$ cat src/rtl/counter_pkg.sv
// rtl/counter_pkg.sv - shared constants for the modulo-N counter
package counter_pkg;

    // Smallest modulus the counter accepts; anything below it is rejected.
    localparam int MIN_MOD = 2;

    // Direction encodings for the up input.
    localparam logic DIR_UP = 1'b1;
    localparam logic DIR_DN = 1'b0;

endpackage

$ cat src/rtl/mod_n_counter_if.sv
// rtl/mod_n_counter_if.sv - control/status bundle of the modulo-N counter
interface mod_n_counter_if #(
    parameter int WIDTH = 4
) ();

    logic             en;
    logic             up;
    logic             load;
    logic [WIDTH-1:0] load_val;
    logic             mod_wr;
    logic [WIDTH-1:0] mod_val;
    logic [WIDTH-1:0] q;
    logic             tc;
    logic             wrap;
    logic             err;

    modport master (
        output en, up, load, load_val, mod_wr, mod_val,
        input  q, tc, wrap, err
    );

    modport slave (
        input  en, up, load, load_val, mod_wr, mod_val,
        output q, tc, wrap, err
    );

endinterface

$ cat src/rtl/mod_shadow_reg.sv
// rtl/mod_shadow_reg.sv - holds a requested modulus until the counter can apply it
module mod_shadow_reg
    import counter_pkg::*;
#(
    parameter int WIDTH = 4
) (
    input  logic             clk,
    input  logic             rst,
    input  logic             wr_i,
    input  logic [WIDTH-1:0] val_i,
    input  logic             apply_i,
    output logic [WIDTH-1:0] pending_mod_o,
    output logic             pending_valid_o,
    output logic             reject_o
);

    localparam logic [WIDTH-1:0] MIN_MOD_W = WIDTH'(MIN_MOD);

    logic [WIDTH-1:0] pending_mod_q, pending_mod_d;
    logic             pending_valid_q, pending_valid_d;
    logic             accept;

    assign accept   = wr_i & (val_i >= MIN_MOD_W);
    assign reject_o = wr_i & (val_i <  MIN_MOD_W);

    // Consuming the old value and capturing a new one can share an edge;
    // the new write survives because it is ordered after the clear.
    always_comb begin
        pending_mod_d   = pending_mod_q;
        pending_valid_d = pending_valid_q;
        if (apply_i) begin
            pending_valid_d = 1'b0;
        end
        if (accept) begin
            pending_mod_d   = val_i;
            pending_valid_d = 1'b1;
        end
    end

    // Shadow state register, cleared by reset so no stale request survives.
    always_ff @(posedge clk or posedge rst) begin
        if (rst) begin
            pending_mod_q   <= '0;
            pending_valid_q <= 1'b0;
        end else begin
            pending_mod_q   <= pending_mod_d;
            pending_valid_q <= pending_valid_d;
        end
    end

    assign pending_mod_o   = pending_mod_q;
    assign pending_valid_o = pending_valid_q;

endmodule

$ cat src/rtl/mod_n_counter.sv
// rtl/mod_n_counter.sv - up/down modulo-N counter with deferred modulus update
module mod_n_counter
    import counter_pkg::*;
#(
    parameter int WIDTH       = 4,
    parameter int MOD_DEFAULT = 6
) (
    input  logic            clk,
    input  logic            rst,
    mod_n_counter_if.slave  bus
);

    localparam logic [WIDTH-1:0] MOD_RST = WIDTH'(MOD_DEFAULT);

    logic [WIDTH-1:0] q_q, q_d;
    logic [WIDTH-1:0] mod_q, mod_d;
    logic             wrap_q, wrap_d;
    logic             err_q, err_d;

    logic [WIDTH-1:0] pending_mod;
    logic             pending_valid;
    logic             reject;
    logic             at_top;
    logic             at_zero;
    logic             tc;
    logic             wrap_ev;
    logic             apply;
    logic [WIDTH-1:0] mod_after;

    assign at_top  = (q_q == mod_q - 1'b1);
    assign at_zero = (q_q == '0);
    assign tc      = bus.en & (((bus.up == DIR_UP) & at_top) | ((bus.up == DIR_DN) & at_zero));

    // A load takes priority over counting, so it suppresses the wrap event.
    assign wrap_ev = tc & ~bus.load;
    assign apply   = wrap_ev | bus.load;

    // Modulus that is in force after this edge; the write arriving on this
    // same edge only lands in the shadow and is not visible here.
    assign mod_after = (apply & pending_valid) ? pending_mod : mod_q;

    mod_shadow_reg #(.WIDTH(WIDTH)) u_shadow (
        .clk             (clk),
        .rst             (rst),
        .wr_i            (bus.mod_wr),
        .val_i           (bus.mod_val),
        .apply_i         (apply),
        .pending_mod_o   (pending_mod),
        .pending_valid_o (pending_valid),
        .reject_o        (reject)
    );

    // Next-state: load beats counting; down-wrap lands on the new modulus.
    always_comb begin
        q_d    = q_q;
        mod_d  = mod_after;
        wrap_d = wrap_ev;
        err_d  = reject;
        if (bus.load) begin
            if (bus.load_val < mod_after) begin
                q_d = bus.load_val;
            end else begin
                q_d   = '0;
                err_d = 1'b1;
            end
        end else if (bus.en) begin
            if (bus.up == DIR_UP) begin
                q_d = at_top ? '0 : q_q + 1'b1;
            end else begin
                q_d = at_zero ? mod_after - 1'b1 : q_q - 1'b1;
            end
        end
    end

    // Counter, modulus and pulse registers with asynchronous reset.
    always_ff @(posedge clk or posedge rst) begin
        if (rst) begin
            q_q    <= '0;
            mod_q  <= MOD_RST;
            wrap_q <= 1'b0;
            err_q  <= 1'b0;
        end else begin
            q_q    <= q_d;
            mod_q  <= mod_d;
            wrap_q <= wrap_d;
            err_q  <= err_d;
        end
    end

    assign bus.q    = q_q;
    assign bus.tc   = tc;
    assign bus.wrap = wrap_q;
    assign bus.err  = err_q;

endmodule

$ cat src/flat_wrapper.sv
// flat-port wrapper written by rule: the top's interface ports become plain ports
module mod_n_counter_flat import counter_pkg::*;
#(
    parameter int WIDTH       = 4,
    parameter int MOD_DEFAULT = 6
)
  (clk, rst, bus_en, bus_up, bus_load, bus_load_val, bus_mod_wr, bus_mod_val, bus_q, bus_tc, bus_wrap, bus_err);
  mod_n_counter_if #(.WIDTH(WIDTH)) bus_i ();
  input  logic clk;
  input  logic rst;
  input wire logic [$bits(bus_i.en)-1:0] bus_en;
  input wire logic [$bits(bus_i.up)-1:0] bus_up;
  input wire logic [$bits(bus_i.load)-1:0] bus_load;
  input wire logic [$bits(bus_i.load_val)-1:0] bus_load_val;
  input wire logic [$bits(bus_i.mod_wr)-1:0] bus_mod_wr;
  input wire logic [$bits(bus_i.mod_val)-1:0] bus_mod_val;
  output wire logic [$bits(bus_i.q)-1:0] bus_q;
  output wire logic [$bits(bus_i.tc)-1:0] bus_tc;
  output wire logic [$bits(bus_i.wrap)-1:0] bus_wrap;
  output wire logic [$bits(bus_i.err)-1:0] bus_err;
  assign bus_i.en = bus_en;
  assign bus_i.up = bus_up;
  assign bus_i.load = bus_load;
  assign bus_i.load_val = bus_load_val;
  assign bus_i.mod_wr = bus_mod_wr;
  assign bus_i.mod_val = bus_mod_val;
  assign bus_q = bus_i.q;
  assign bus_tc = bus_i.tc;
  assign bus_wrap = bus_i.wrap;
  assign bus_err = bus_i.err;
  mod_n_counter #(.WIDTH(WIDTH), .MOD_DEFAULT(MOD_DEFAULT)) u_core (.clk(clk), .rst(rst), .bus(bus_i));
endmodule
$ cat config.mk
export PLATFORM = sky130hd
export DESIGN_NAME = mod_n_counter_flat
export DESIGN_NICKNAME = d
export VERILOG_FILES = /design/src/rtl/counter_pkg.sv /design/src/rtl/mod_n_counter_if.sv /design/src/rtl/mod_shadow_reg.sv /design/src/rtl/mod_n_counter.sv /design/src/flat_wrapper.sv
export SDC_FILE = /design/constraint.sdc
export NUM_CORES = 1
export LEC_CHECK = 0
export ABC_AREA = 1
export ABC_CLOCK_PERIOD_IN_PS = 2400
export BUFFER_PORTS_ARGS = -buffer_cell sky130_fd_sc_hd__buf_2
export CAP_MARGIN = 20
export CELL_PAD_IN_SITES_DETAIL_PLACEMENT = 1
export CELL_PAD_IN_SITES_GLOBAL_PLACEMENT = 1
export CORE_UTILIZATION = 36
export CTS_BUF_LIST = sky130_fd_sc_hd__clkbuf_4 sky130_fd_sc_hd__clkbuf_8 sky130_fd_sc_hd__clkbuf_16
export DETAILED_ROUTE_END_ITERATION = 12
export HOLD_SLACK_MARGIN = 0.12
export MAX_ROUTING_LAYER = met4
export PLACE_DENSITY_LB_ADDON = 0.3
export SETUP_SLACK_MARGIN = 0.2
export SLEW_MARGIN = 10
export SYNTH_ARGS = -nofsm -noshare
export SYNTH_HDL_FRONTEND = slang
export SYNTH_HIERARCHICAL = 1
export SYNTH_SLANG_ARGS = --single-unit
$ cat constraint.sdc
create_clock -name clk -period 2.4 [get_ports clk]
set_input_delay 0.12 -clock clk [delete_from_list [all_inputs] [get_ports clk]]
set_output_delay 0.12 -clock clk [all_outputs]
set_load 0.005 [all_outputs]
# Yosys cells after proc, flatten, opt, wreduce, memory -nomap -nowiden
# Cells that the tools add are included.
[word_totals]
register_bits = 15
latch_bits = 0
mem_bits_rw = 0
mem_bits_ro = 0
in_bits = 14
out_inout_bits = 7
n_memories = 0
[op_classes]
addsub = 4
multipliers = 0
div = 0
magnitude_cmp = 3
n_eq_ne = 1
n_shift = 0
mux = 11
bitwise = 11
n_reduce_logical = 3
[op_table]
columns = ["cell", "count"]
rows = [
  ["$mux W4", 7],
  ["$sub A4 B1 Y4 const B", 3],
  ["$and A1 B1 Y1", 7],
  ["$add A4 B1 Y4 const B", 1],
  ["$eq A4 B4 Y1", 1],
  ["$ge A4 B2 Y1 const B", 1],
  ["$logic_not A4 Y1", 1],
  ["$lt A4 B2 Y1 const B", 1],
  ["$lt A4 B4 Y1", 1],
  ["$mux W1", 4],
  ["$reduce_bool A2 Y1", 2],
  ["$not A1 Y1", 2],
  ["$or A1 B1 Y1", 2],
]

# Depth between registers and ports, before layout
# Gate-level depths: netlist of the first run.
[depth]
ltp_word = 14
depth_mapped = 23
mapped_depth_nobuf = 23

# Modules after synthesis
# The synthesis of the first run kept the hierarchy.
[by_module_without_submodules]
columns = ["mod", "n_inst", "cells_per_inst", "area_each_um2", "seq_area_each_um2"]
rows = [
  ["mod_n_counter", 1, 151, 1068.5, 252.7],
  ["mod_shadow_reg", 1, 26, 216.5, 125.1],
]

# Worst setup path after synthesis of the first run
# Ideal clock, no wire load.
[synth_timing]
kind = "reg-to-reg"
start = "reg u_core.mod_q[1]"
end = "reg u_core.q_q[2], in the netlist u_core/bus.q[2]"
t_arrival_ps = 2457
required_time_ps = 2332
path_slack_ps = -126
stages_incl_launch_ff = 20
path_buffers = 0
cell_sequence = "dfstp_2 -> inv_1 -> ha_1 -> nand2_1 -> inv_1 -> nor2_1 -> nand2_1 -> nor2_2 -> nand2_2 -> nand2_4 -> nand2_4 -> nand2_8 -> nand2_4 -> nand2_1 -> nand2_1 -> ha_1 -> a21oi_1 -> and2_4 -> nand3_1 -> nand3_1"
[synth_between]
elab_chain_len = 14
word_cells_on_any_way = 17
cone_classes = "add/sub (2); order compare (1); eq/ne (1); mux (7); bitwise (6)"
[synth_rtl]
columns = ["item", "line_no", "source"]
rows = [
  ["from (decl)", "mod_n_counter.sv:16", "logic [WIDTH-1:0] mod_q, mod_d;"],
  ["from (signal assigned)", "mod_n_counter.sv:84", "mod_q <= mod_d;"],
  ["$sub A4 B1 Y4 (*)", "mod_n_counter.sv:30", "assign at_top = (q_q == mod_q - 1'b1);"],
  ["$eq A4 B4 Y1 (*)", "mod_n_counter.sv:30", ""],
  ["$and A1 B1 Y1 (*)", "mod_n_counter.sv:32", "assign tc = bus.en & (((bus.up == DIR_UP) & at_top) | ((bus.up == DIR_DN) & at_zero));"],
  ["$or A1 B1 Y1 (*)", "mod_n_counter.sv:32", ""],
  ["$and A1 B1 Y1 (*)", "mod_n_counter.sv:32", ""],
  ["$and A1 B1 Y1 (*)", "mod_n_counter.sv:35", "assign wrap_ev = tc & ~bus.load;"],
  ["$or A1 B1 Y1 (*)", "mod_n_counter.sv:36", "assign apply = wrap_ev | bus.load;"],
  ["net u_core.apply", "mod_n_counter.sv:27", "logic apply;"],
  ["$and A1 B1 Y1 (*)", "mod_n_counter.sv:40", "assign mod_after = (apply & pending_valid) ? pending_mod : mod_q;"],
  ["$mux W4 (*)", "mod_n_counter.sv:40", ""],
  ["$sub A4 B1 Y4", "mod_n_counter.sv:70", "q_d = at_zero ? mod_after - 1'b1 : q_q - 1'b1;"],
  ["$mux W4", "mod_n_counter.sv:70", ""],
  ["$mux W4", "mod_n_counter.sv:67", "if (bus.up == DIR_UP) begin"],
  ["$mux W4", "mod_n_counter.sv:66", "end else if (bus.en) begin"],
  ["$mux W4 (*)", "mod_n_counter.sv:59", "if (bus.load) begin"],
  ["to (signal assigned)", "mod_n_counter.sv:83", "q_q <= q_d;"],
  ["to (decl)", "mod_n_counter.sv:15", "logic [WIDTH-1:0] q_q, q_d;"],
]
# Mark *: on every way through the listed nets, which the timed path passes. The rest lies on a longest branch. The select of a mux whose other input is x is not followed.
# A chain may end at the register's enable or synchronous reset.

# Final worst setup path of the first run
[layout_timing]
start = "reg u_core.mod_q[1]"
end = "reg u_core.q_q[3], in the netlist u_core/bus.q[3]"
# The elaborated chain is that of the path after synthesis.

==> results of run 1 <==
[power by group through the flow]
stage | registers, mW | logic [mW] | clock network [mW]
3_3_place_gp | 0.362 | 0.662 | 0
6_report | 0.367 | 0.878 | 0.163
2_1_floorplan | 0.357 | 0.464 | 0
3_5_place_dp | 0.365 | 0.696 | 0
5_1_grt | 0.376 | 0.958 | 0.173
4_1_cts | 0.363 | 0.764 | 0.162
[layout by cell type, fill, tap and decap left out]
cell,Yosys,final
a21oi_1,4,3
bufinv_8,4,4
dfrtp_1,13,13
dlygate4sd3_1,0,8
ha_2,0,1
nor2_1,14,12
inv_2,5,8
o21ai_1,3,5
nand2_4,4,6
nand3_2,3,5
and2_4,1,1
clkinv_1,1,1
nand3_4,0,3
a21oi_4,0,1
ha_4,0,4
ha_1,7,2
xor2_1,1,1
inv_1,25,22
buf_6,0,1
nand2_8,1,2
nor2_2,2,4
dfstp_2,2,2
clkbuf_4,0,4
o21ai_0,3,1
buf_4,0,21
nand3_1,21,16
nand4_1,4,4
o21bai_2,1,1
nand2_2,5,12
xnor2_1,1,1
nand2_1,51,41
buf_2,0,20
[metal layers]
metal  routed length [microns]  vias to the layer above
met2                      2473                       27
met5                         0                        -
li1                          -                      657
met1                      1827                      652
met3                        97                        7
met4                        63                        0
[through the flow]
step / setup WS (ps) / instances / area, sq um
after floorplan: 7.403 / 177 / 1329
after global placement: -147.3 / 255 / 1551
after detailed placement: -230.5 / 255 / 1551
after CTS: -130.8 / 273 / 1757
after global routing: -399.8 / 276 / 1854
final: -253.6 / 276 / 1854
[critical path: stages (launching register included)]
cell	delay, ps
dfstp_2	560
inv_2	60
ha_4	270
nor2_2	30
nor2_2	100
nand2_1	60
nor2_2	100
nand2_2	90
nand2_4	90
nand2_4	70
nand2_8	110
nand2_8	80
nand2_4	100
nand3_2	70
nand2_2	90
buf_4	110
buf_4	100
nand4_1	120
nand3_1	120
nand2_1	70
nand2_1	80
nand2_1	80
[cell type report]
type	count	share of cell area, %
tap	46	3.104
timing repair buffer	50	18.83
sequential	15	20.38
multi-input combinational	126	46.02
inverter	35	10.05
clock buffer	4	1.619
[synth_stat cells]
master	n
nand2_2	5
nand3_1	21
bufbuf_16	1
nand2_8	1
xor2_1	1
nand2_1	51
ha_1	7
bufinv_8	4
a21oi_1	4
inv_1	25
dfrtp_1	13
nand2_4	4
nand3_2	3
nand4_1	4
o21ai_0	3
xnor2_1	1
dfstp_2	2
o21bai_2	1
nor2_1	14
clkinv_1	1
and2_4	1
o21ai_1	3
inv_2	5
nor2_2	2
[cell families after synthesis]
kind of cell | synth area share [%]
buffers and inverters | 17.04
XOR/XNOR | 1.363
flip-flops | 29.41
adder cells (fa/ha/maj) | 6.816
AND/OR/NAND/NOR | 40.60
AO/OA/AOI/OAI | 4.770
[repair_timing]
item                                    4_1_cts  5_1_grt
endpoints found under the hold margin        19        0
setup buffers                                 6        3
resized for setup                            13       18
hold buffers                                  8        0
pin swaps                                    13       19
endpoints found under the setup margin        5        6
[state kept, by name, indices dropped and copies added (netlist names)]
signal,flops
u_core/bus.err,1
u_core/u_shadow/pending_mod_o,4
u_core/bus.q,4
u_core/u_shadow/pending_valid_o,1
u_core/mod_q,4
u_core/bus.wrap,1
[worst paths after layout]
check                                                      start  slack [ps]                          endpoint  cells past startpoint
worst min register to register  u_core/u_shadow/pending_mod_o[3]         520  u_core/u_shadow/pending_mod_o[3]                      2
max in group asynchronous                                    rst        1690                   u_core/mod_q[1]                      3
worst max register to register                   u_core/mod_q[1]        -250                   u_core/bus.q[3]                     21
min in group asynchronous                                    rst         270  u_core/u_shadow/pending_mod_o[2]                      3
worst min-delay path                             bus_load_val[0]         140                   u_core/bus.q[0]                      3
worst max-delay path                             u_core/mod_q[1]        -250                   u_core/bus.q[3]                     21
==> metrics.cfg, run 1 <==
[cts]
clk_path_buf_depth = 2
htreeDepth = 1
clk_pin_slew_ps = 90
cts_sinks = 15
cts_tree = built
clock-root-buffer = clkbuf_4
clk-insertion-delay-late_ps = 300
cts_buffers = 3

[worst_setup_path]
critPathKind = reg -> reg
critPathMaxFanout = 6
critical_path_required_ps = 2590
cp-start-kind = flip-flop
end_kind = flip-flop
crit_arrival_ps = 2840

[placed_design]
port_buffers = 20
dp_hpwl_mm = 2.855
place.gp.congestion = 0.8108

[power]
powerDensity_nw_per_um2 = 759.4
seqPwrFrac_pct = 26.1
p_total_mw = 1.408
switchingPower_mw = 0.6222
power_leakage_nw = 0.9967
clkPwrFrac_pct = 11.6
p_sw_share_pct = 44.19
p_comb_share_pct = 62.3
vdd_drop_max_mv = 0.3865
intPower_mw = 0.7859

[route]
drtIter0Drc = 48
via_per_inst = 4.866
route.detailed.drc = 0
vias = 1343
antenna_left = 0
drt-wirelength-per-cell_microns = 16.16
drt_wl_total_mm = 4.461
dr.pass1.iters = 4

[synthesis]
synth_top_area_share_pct = 25.32
synth_fp_nets = 198
synth_top_cell_by_area = dfrtp_1
ys_warn_count = 6
yosys-top-cells-area = dfrtp_1, nand2_1, nand3_1
yosysUniqueCellTypes = 24
synth_cells = 177
ys_seq_area_share_pct = 29.41
avgSynthCellArea_sq_um = 7.260
syn-cell-area_sq_um = 1285
ys_ff_latch = 15

[timing]
fmax_ghz = 0.3768
setup_viol = 5
hold_viol_final = 0
worst_pin_slew_ps = 447.5
fin_tns_setup_ps = -1005
fin_hold_ws_ps = 138.3
drv_slew = 0
setup_ws_ps = -253.6
fin_crit_sh_pct = 110.6
rsz0062_at_grt = yes
layout_min_cycle_time_ps = 2654
skew_ps = 4.468
slew-limit-headroom_pct = 70.13

[global_routing]
grt_pass1_wl_mm = 6.285
gr-total-overflow = 0
top_usage_layer = met2
antenna_found_initial = 0
grt_max_degree = 11
grt_pass1_vias = 1365
grtUsageTotal_pct = 24.12
use_met1_pct = 28.96
use_met3_pct = 3.106
gr-usage-met2_pct = 42.40

[floorplanning]
die_h_microns = 61.75
ioPinCount = 21
initial_core_util_pct = 37.91
fp-row-count = 21
dieArea_sq_um = 3812
coreArea_sq_um = 3390
fp.dieW_microns = 61.75

[layout]
syn_to_final_growth_pct = 44.30
drive_above_1_share_pct = 43.48
n_fill_cell = 409
multi_input_area_sq_um = 853.3
post-route-util_pct = 54.71
antenna_cells = 0
final_nets = 252
regArea_sq_um = 377.9

[outcome]
violations = negative setup slack
status = complete, but fails checks

[flow_run]
max_cap_viol_count = 0

[worst_hold_path]
holdCritPathClass = in -> reg

No activity file was read; power rests on OpenSTA's default activity.
==> run 2: changes to the inputs <==
Settings changed: CORE_UTILIZATION 36 to 35, SKIP_CTS_REPAIR_TIMING from default to 1, SYNTH_HIERARCHICAL 1 to default.
==> run 2 against run 1 <==
First-iteration DRC count is 27% lower. Fmax is 1.1% higher. Clock power is 6% lower. Routed wire length is 8.9% lower. Worst setup slack better by 29 ps. Sequential power hardly changed. Largest cell class unchanged. Power is 6.0% lower. The run still ends with negative setup slack left. Critical path depth is 4 lower. Sequential share of layout area is 1.6 points higher. Clock skew is 2.5 ps higher. Cell count is 4.3% lower.
==> metrics.cfg, run 2 <==
[synthesis]
synth_edf_count = 0
synth_fp_nets = 195
ys_warn_count = 0
synth_top_area_share_pct = 27.60
synth_top_cell_by_area = dfrtp_1
yosys-top-cells-area = dfrtp_1, nand2_1, inv_1
ys_seq_area_share_pct = 32.06
syn-cell-area_sq_um = 1179
async_reset_ff_share_pct = 100.0
yosysMostFrequentCell = nand2_1
yosysUniqueCellTypes = 23
avgSynthCellArea_sq_um = 6.774
synth_cells = 174
synth_common_cells = nand2_1, inv_1, nand3_1
ys_ff_latch = 15
synthFlopType = dfrtp_1

[route]
vias = 1287
route.detailed.drc = 0
drt_wl_total_mm = 4.065
antenna_left = 0
via_per_inst = 4.875
dr.pass1.iters = 6
drt-wirelength-per-cell_microns = 15.40
drtIter0Drc = 35

[worst_hold_path]
holdCritPathClass = in -> reg
hold_end = u_core.bus.err
hold_depth = 3
hp-start = bus_mod_wr

[global_routing]
grt_pass1_vias = 1276
antenna_found_initial = 0
gr-total-overflow = 0
grt_max_degree = 16
grtUsageTotal_pct = 22.53
grt_pass1_wl_mm = 5.775

[layout]
antenna_cells = 0
layout_common_cells = nand2_1, inv_1, buf_2, buf_4, nand3_1
final_nets = 242
post-route-util_pct = 54.92
final_common_cell = nand2_1
drive_above_1_share_pct = 39.55
stdcell_area_sq_um = 1718
syn_to_final_growth_pct = 45.75
final_cells = 264

[cts]
htreeDepth = 1
clock-root-buffer = clkbuf_4
clk_path_buf_depth = 2
cts_buffers = 3
cts_tree = built
clk-insertion-delay-late_ps = 290
cts_sinks = 15
clk_pin_slew_ps = 100

[timing]
hold_viol_final = 0
slew-limit-headroom_pct = 61.60
fin_hold_ws_ps = 135.6
rsz0062_at_grt = yes
layout_min_cycle_time_ps = 2624
fin_tns_setup_ps = -813.8
fin_crit_sh_pct = 109.4
fmax_ghz = 0.3810
drv_slew = 0
setup_viol = 5
skew_ps = 6.994
worst_pin_slew_ps = 575.3
setup_ws_ps = -224.5

[flow_run]
max_cap_viol_count = 0

[outcome]
violations = negative setup slack
status = complete, but fails checks

[placed_design]
place_ws_ps = -215.9
place.gp.congestion = 0.9035
place_area_sq_um = 1481
port_buffers = 20
dp_hpwl_mm = 2.976
dp.cells = 252

[worst_setup_path]
critPathMaxFanout = 5
reg2reg_depth = 17
cp-start-kind = flip-flop
critical_path_required_ps = 2610
timing.rr.end = u_core.bus.q[0]
critPathKind = reg -> reg
crit_arrival_ps = 2840
r2r-start = u_core.mod_q[1]
end_kind = flip-flop
rrSetupSlack_ps = -220

[floorplanning]
coreArea_sq_um = 3128
ioPinCount = 21
die_h_microns = 60.03
dieArea_sq_um = 3604
initial_core_util_pct = 37.68
fp.dieW_microns = 60.03
fp-row-count = 20

[power]
vdd_drop_max_mv = 0.3250
power_leakage_nw = 0.9294
p_total_mw = 1.323
powerDensity_nw_per_um2 = 770.4

-- run 2: cell count changes after synthesis, sizes merged, moves of 4 or more --
| cell | delta |
|---|---|
| bufinv | -4 |
| o21ai | +4 |
| inv | +6 |
| nand3 | -4 |
-- run 2: cell type report --
class,count,area (sq um)
Fill cell,406,1410
Multi-Input combinational cell,122,832.0
Sequential cell,15,377.9
Timing Repair Buffer,43,287.8
Inverter,36,135.1
Tap cell,44,55.05
Clock buffer,3,22.52
Clock inverter,1,7.507
-- run 2: how the worst max path moves through the flow --
stage | from | end | slack [ps] | cells past startpoint
2_1_floorplan | u_core.mod_q[1] | u_core.bus.err | 50 | 22
3_5_place_dp | u_core.mod_q[1] | u_core.bus.q[0] | -220 | 18
4_1_cts | u_core.mod_q[1] | u_core.bus.q[0] | -260 | 20
5_1_grt | u_core.mod_q[1] | u_core.bus.q[0] | -360 | 17
6_report | u_core.mod_q[1] | u_core.bus.q[0] | -220 | 17
3_3_place_gp | u_core.mod_q[1] | u_core.bus.err | -50 | 22
-- run 2: where the power goes --
group          switching (mW)  total [mW]  internal [mW]
registers              0.0646       0.370          0.305
clock network          0.0901       0.153         0.0633
logic                   0.448       0.800          0.352
total                   0.603        1.32          0.721
-- run 2: routing by layer --
metal / GRT usage, % / vias to the layer above / part of all wire (%)
met1: 26.41 / 637 / 40
met2: 40.95 / 16 / 57
met3: 2.814 / 4 / 2.4
met5: - / - / 0
met4: 4.651 / 0 / 0.47
li1: - / 630 / -
-- run 2: critical path: stages, from the launching register on --
cell      delay, ps
dfstp_2         550
inv_2            50
ha_4            260
nor2_1           40
nor2_1           90
nand2_1          60
nor2_1          100
nand2_1          80
nand2_2         100
nand2_4          80
nand2_8         120
nand2_8          80
nand2_4         110
nand2_4          70
ha_4            260
a21oi_4         180
nand3b_1        150
a21oi_2         170
-- run 2: cells by family (layout without fill, tap and decap cells) --
logic type / after synthesis / in the layout / share of synthesized area (%)
DFF: 15 / 15 / 32.06
buffers and inverters: 37 / 83 / 12.63
and+or+nand+nor: 98 / 98 / 38.85
xor gates and xnor gates: 2 / 2 / 1.486
adders and majority gates: 7 / 7 / 7.431
AOI/OAI and AO/OA: 14 / 14 / 6.581
muxes: 1 / 1 / 0.9553
==> run 3: changes to the inputs <==
Settings changed: ABC_AREA 1 to default, CORE_UTILIZATION 35 to 37.
==> run 3 against run 2 <==
The run ends with design-rule violations, negative setup slack left. Design area fell by 2.8%. Critical endpoint is now u_core.bus.q[3]. Synthesized cell count fell by 28%. Worst hold slack worse by 42 ps. Register-to-register slack worse by 330 ps. Clock power rose by 12%. Sequential share of layout area grew 0.72 points. Non-clock buffer count rose by 14. Cell count decreased by 20%. Clock skew up 1.7 ps. Global-route usage up 2.3 points.
==> metrics.cfg, run 3 <==
[layout]
antenna_cells = 0
layout_common_cells = buf_4, buf_2, dfrtp_1, inv_1, nand2_1
syn_to_final_growth_pct = 44.06
n_fill_cell = 335
multi_input_area_sq_um = 784.5
regArea_sq_um = 379.1
final_common_cell = buf_4
stdcell_area_sq_um = 1669
final_nets = 202
drive_above_1_share_pct = 45.56

[worst_setup_path]
critical_path_required_ps = 2630
crit_arrival_ps = 3190
cp-start-kind = flip-flop
critPathKind = reg -> reg
critPathMaxFanout = 6
end_kind = flip-flop

[route]
dr.pass1.iters = 8
vias = 1191
drt_wl_total_mm = 4.331
route.detailed.drc = 1
drtIter0Drc = 54
via_per_inst = 5.645
drt-wirelength-per-cell_microns = 20.53
antenna_left = 0

[placed_design]
dp_hpwl_mm = 2.901
port_buffers = 20
place.gp.congestion = 0.8423
place_area_sq_um = 1505

[synthesis]
synth_top_cell_by_area = dfrtp_1
ys_warn_count = 0
yosys-top-cells-area = dfrtp_1, ha_1, dfstp_2
synth_fp_nets = 146
ys_ff_latch = 15
synth_common_cells = dfrtp_1, inv_1, nand2_1
synthFlopType = dfrtp_1
synth_cells = 125
yosysMostFrequentCell = dfrtp_1
synth_edf_count = 0
avgSynthCellArea_sq_um = 9.269
synth_top_area_share_pct = 28.08
async_reset_ff_share_pct = 100.0
ys_seq_area_share_pct = 32.61
syn-cell-area_sq_um = 1159
yosysUniqueCellTypes = 43

[global_routing]
grtUsageTotal_pct = 24.87
grt_max_degree = 16
antenna_found_initial = 0
grt_pass1_vias = 1296
gr-total-overflow = 0
grt_pass1_wl_mm = 6.051

[cts]
clk_path_buf_depth = 2
clk_pin_slew_ps = 110
cts_tree = built
cts_sinks = 15
htreeDepth = 1
clk-insertion-delay-late_ps = 320
clock-root-buffer = clkbuf_4
cts_buffers = 3

[power]
powerDensity_nw_per_um2 = 949.9
clkPwrFrac_pct = 10.8
seqPwrFrac_pct = 22.9
vdd_drop_max_mv = 0.3239
intPower_mw = 0.9165
p_comb_share_pct = 66.3
p_total_mw = 1.585
p_sw_share_pct = 42.19
power_leakage_nw = 0.8048
switchingPower_mw = 0.6690

[floorplanning]
coreArea_sq_um = 2853
dieArea_sq_um = 3359
initial_core_util_pct = 40.61
ioPinCount = 21
die_h_microns = 57.96
fp.dieW_microns = 57.96
fp-row-count = 19

[timing]
setup_viol = 5
fin_crit_sh_pct = 123.1
skew_ps = 8.718
setup_ws_ps = -554.6
slew-limit-headroom_pct = 56.84
rsz0062_at_grt = yes
hold_viol_final = 0
drv_slew = 0
layout_min_cycle_time_ps = 2955
worst_pin_slew_ps = 646.7
fmax_ghz = 0.3385
fin_tns_setup_ps = -2586

[worst_hold_path]
holdCritPathClass = in -> reg

[outcome]
violations = design-rule violations, negative setup slack
status = complete, but fails checks

[flow_run]
max_cap_viol_count = 0

[run 3: cell families (layout without fill, tap and decap cells)]
family | Yosys count | count (layout) | synth area share, %
AO/OA/AOI/OAI | 34 | 34 | 21.71
XOR/XNOR | 6 | 6 | 6.372
multiplexers | 7 | 7 | 7.020
flip-flops | 15 | 15 | 32.61
adder cells (fa/ha/maj) | 7 | 7 | 7.559
AND/OR/NAND/NOR | 38 | 38 | 17.39
buffers and inverters | 18 | 73 | 7.343
[run 3: metal layers]
layer / track usage, % / part of all wire, %
met1: 28.93 / 44
met2: 44.83 / 51
met3: 3.571 / 3.0
met4: 6.122 / 2.7
met5: - / 0
[run 3: final timing paths]
kind                                                        from                                to  slack, ps  depth (start not counted)
worst max-delay path                             u_core.mod_q[1]                   u_core.bus.q[3]       -550                         13
worst min-delay path                              bus_mod_val[3]  u_core.u_shadow.pending_mod_o[3]         90                          2
worst max register to register                   u_core.mod_q[1]                   u_core.bus.q[3]       -550                         13
worst min register to register  u_core.u_shadow.pending_mod_o[3]  u_core.u_shadow.pending_mod_o[3]        530                          1
max in group asynchronous                                    rst                   u_core.bus.q[1]       1520                          3
min in group asynchronous                                    rst                   u_core.mod_q[0]        420                          3
[run 3: power groups by stage]
stage | combinational, mW | clock, mW | sequential, mW
2_1_floorplan | 0.500 | 0 | 0.372
3_3_place_gp | 0.825 | 0 | 0.362
3_5_place_dp | 0.877 | 0 | 0.365
4_1_cts | 0.891 | 0.160 | 0.361
5_1_grt | 1.12 | 0.179 | 0.371
6_report | 1.05 | 0.171 | 0.363
[run 3: per-stage QoR]
stage / hold WS [ps] / std cells / util [%] / setup slack [ps]
finish: 93.30 / 211 / 58.51 / -554.6
global route: 106.1 / 211 / 58.51 / -655.6
floorplan: 19.98 / 125 / - / -460.4
detailed placement: 234.1 / 198 / 52.76 / -587.4
CTS: -88.84 / 202 / 53.73 / -645.8
global placement: 225.9 / 198 / 52.76 / -457.4
[run 3: layout make-up]
cell class,count,area share (%)
multi-input combinational,92,47.00
sequential,15,22.71
tap,31,2.324
clock buffer,3,1.349
clock inverter,1,0.2999
inverter,12,2.699
timing repair buffer,57,23.61
[run 3: worst max-delay path, cell delays in order (launching register included)]
cell and delay, ps:
dfstp_2 570, inv_2 50, ha_4 260, xor2_2 140, nand3_2 110, o32a_4 380
mux2_4 330, inv_2 70, ha_4 200, a21oi_2 130, nand2_1 60, a21o_1 190
o21a_1 210, a311oi_2 180
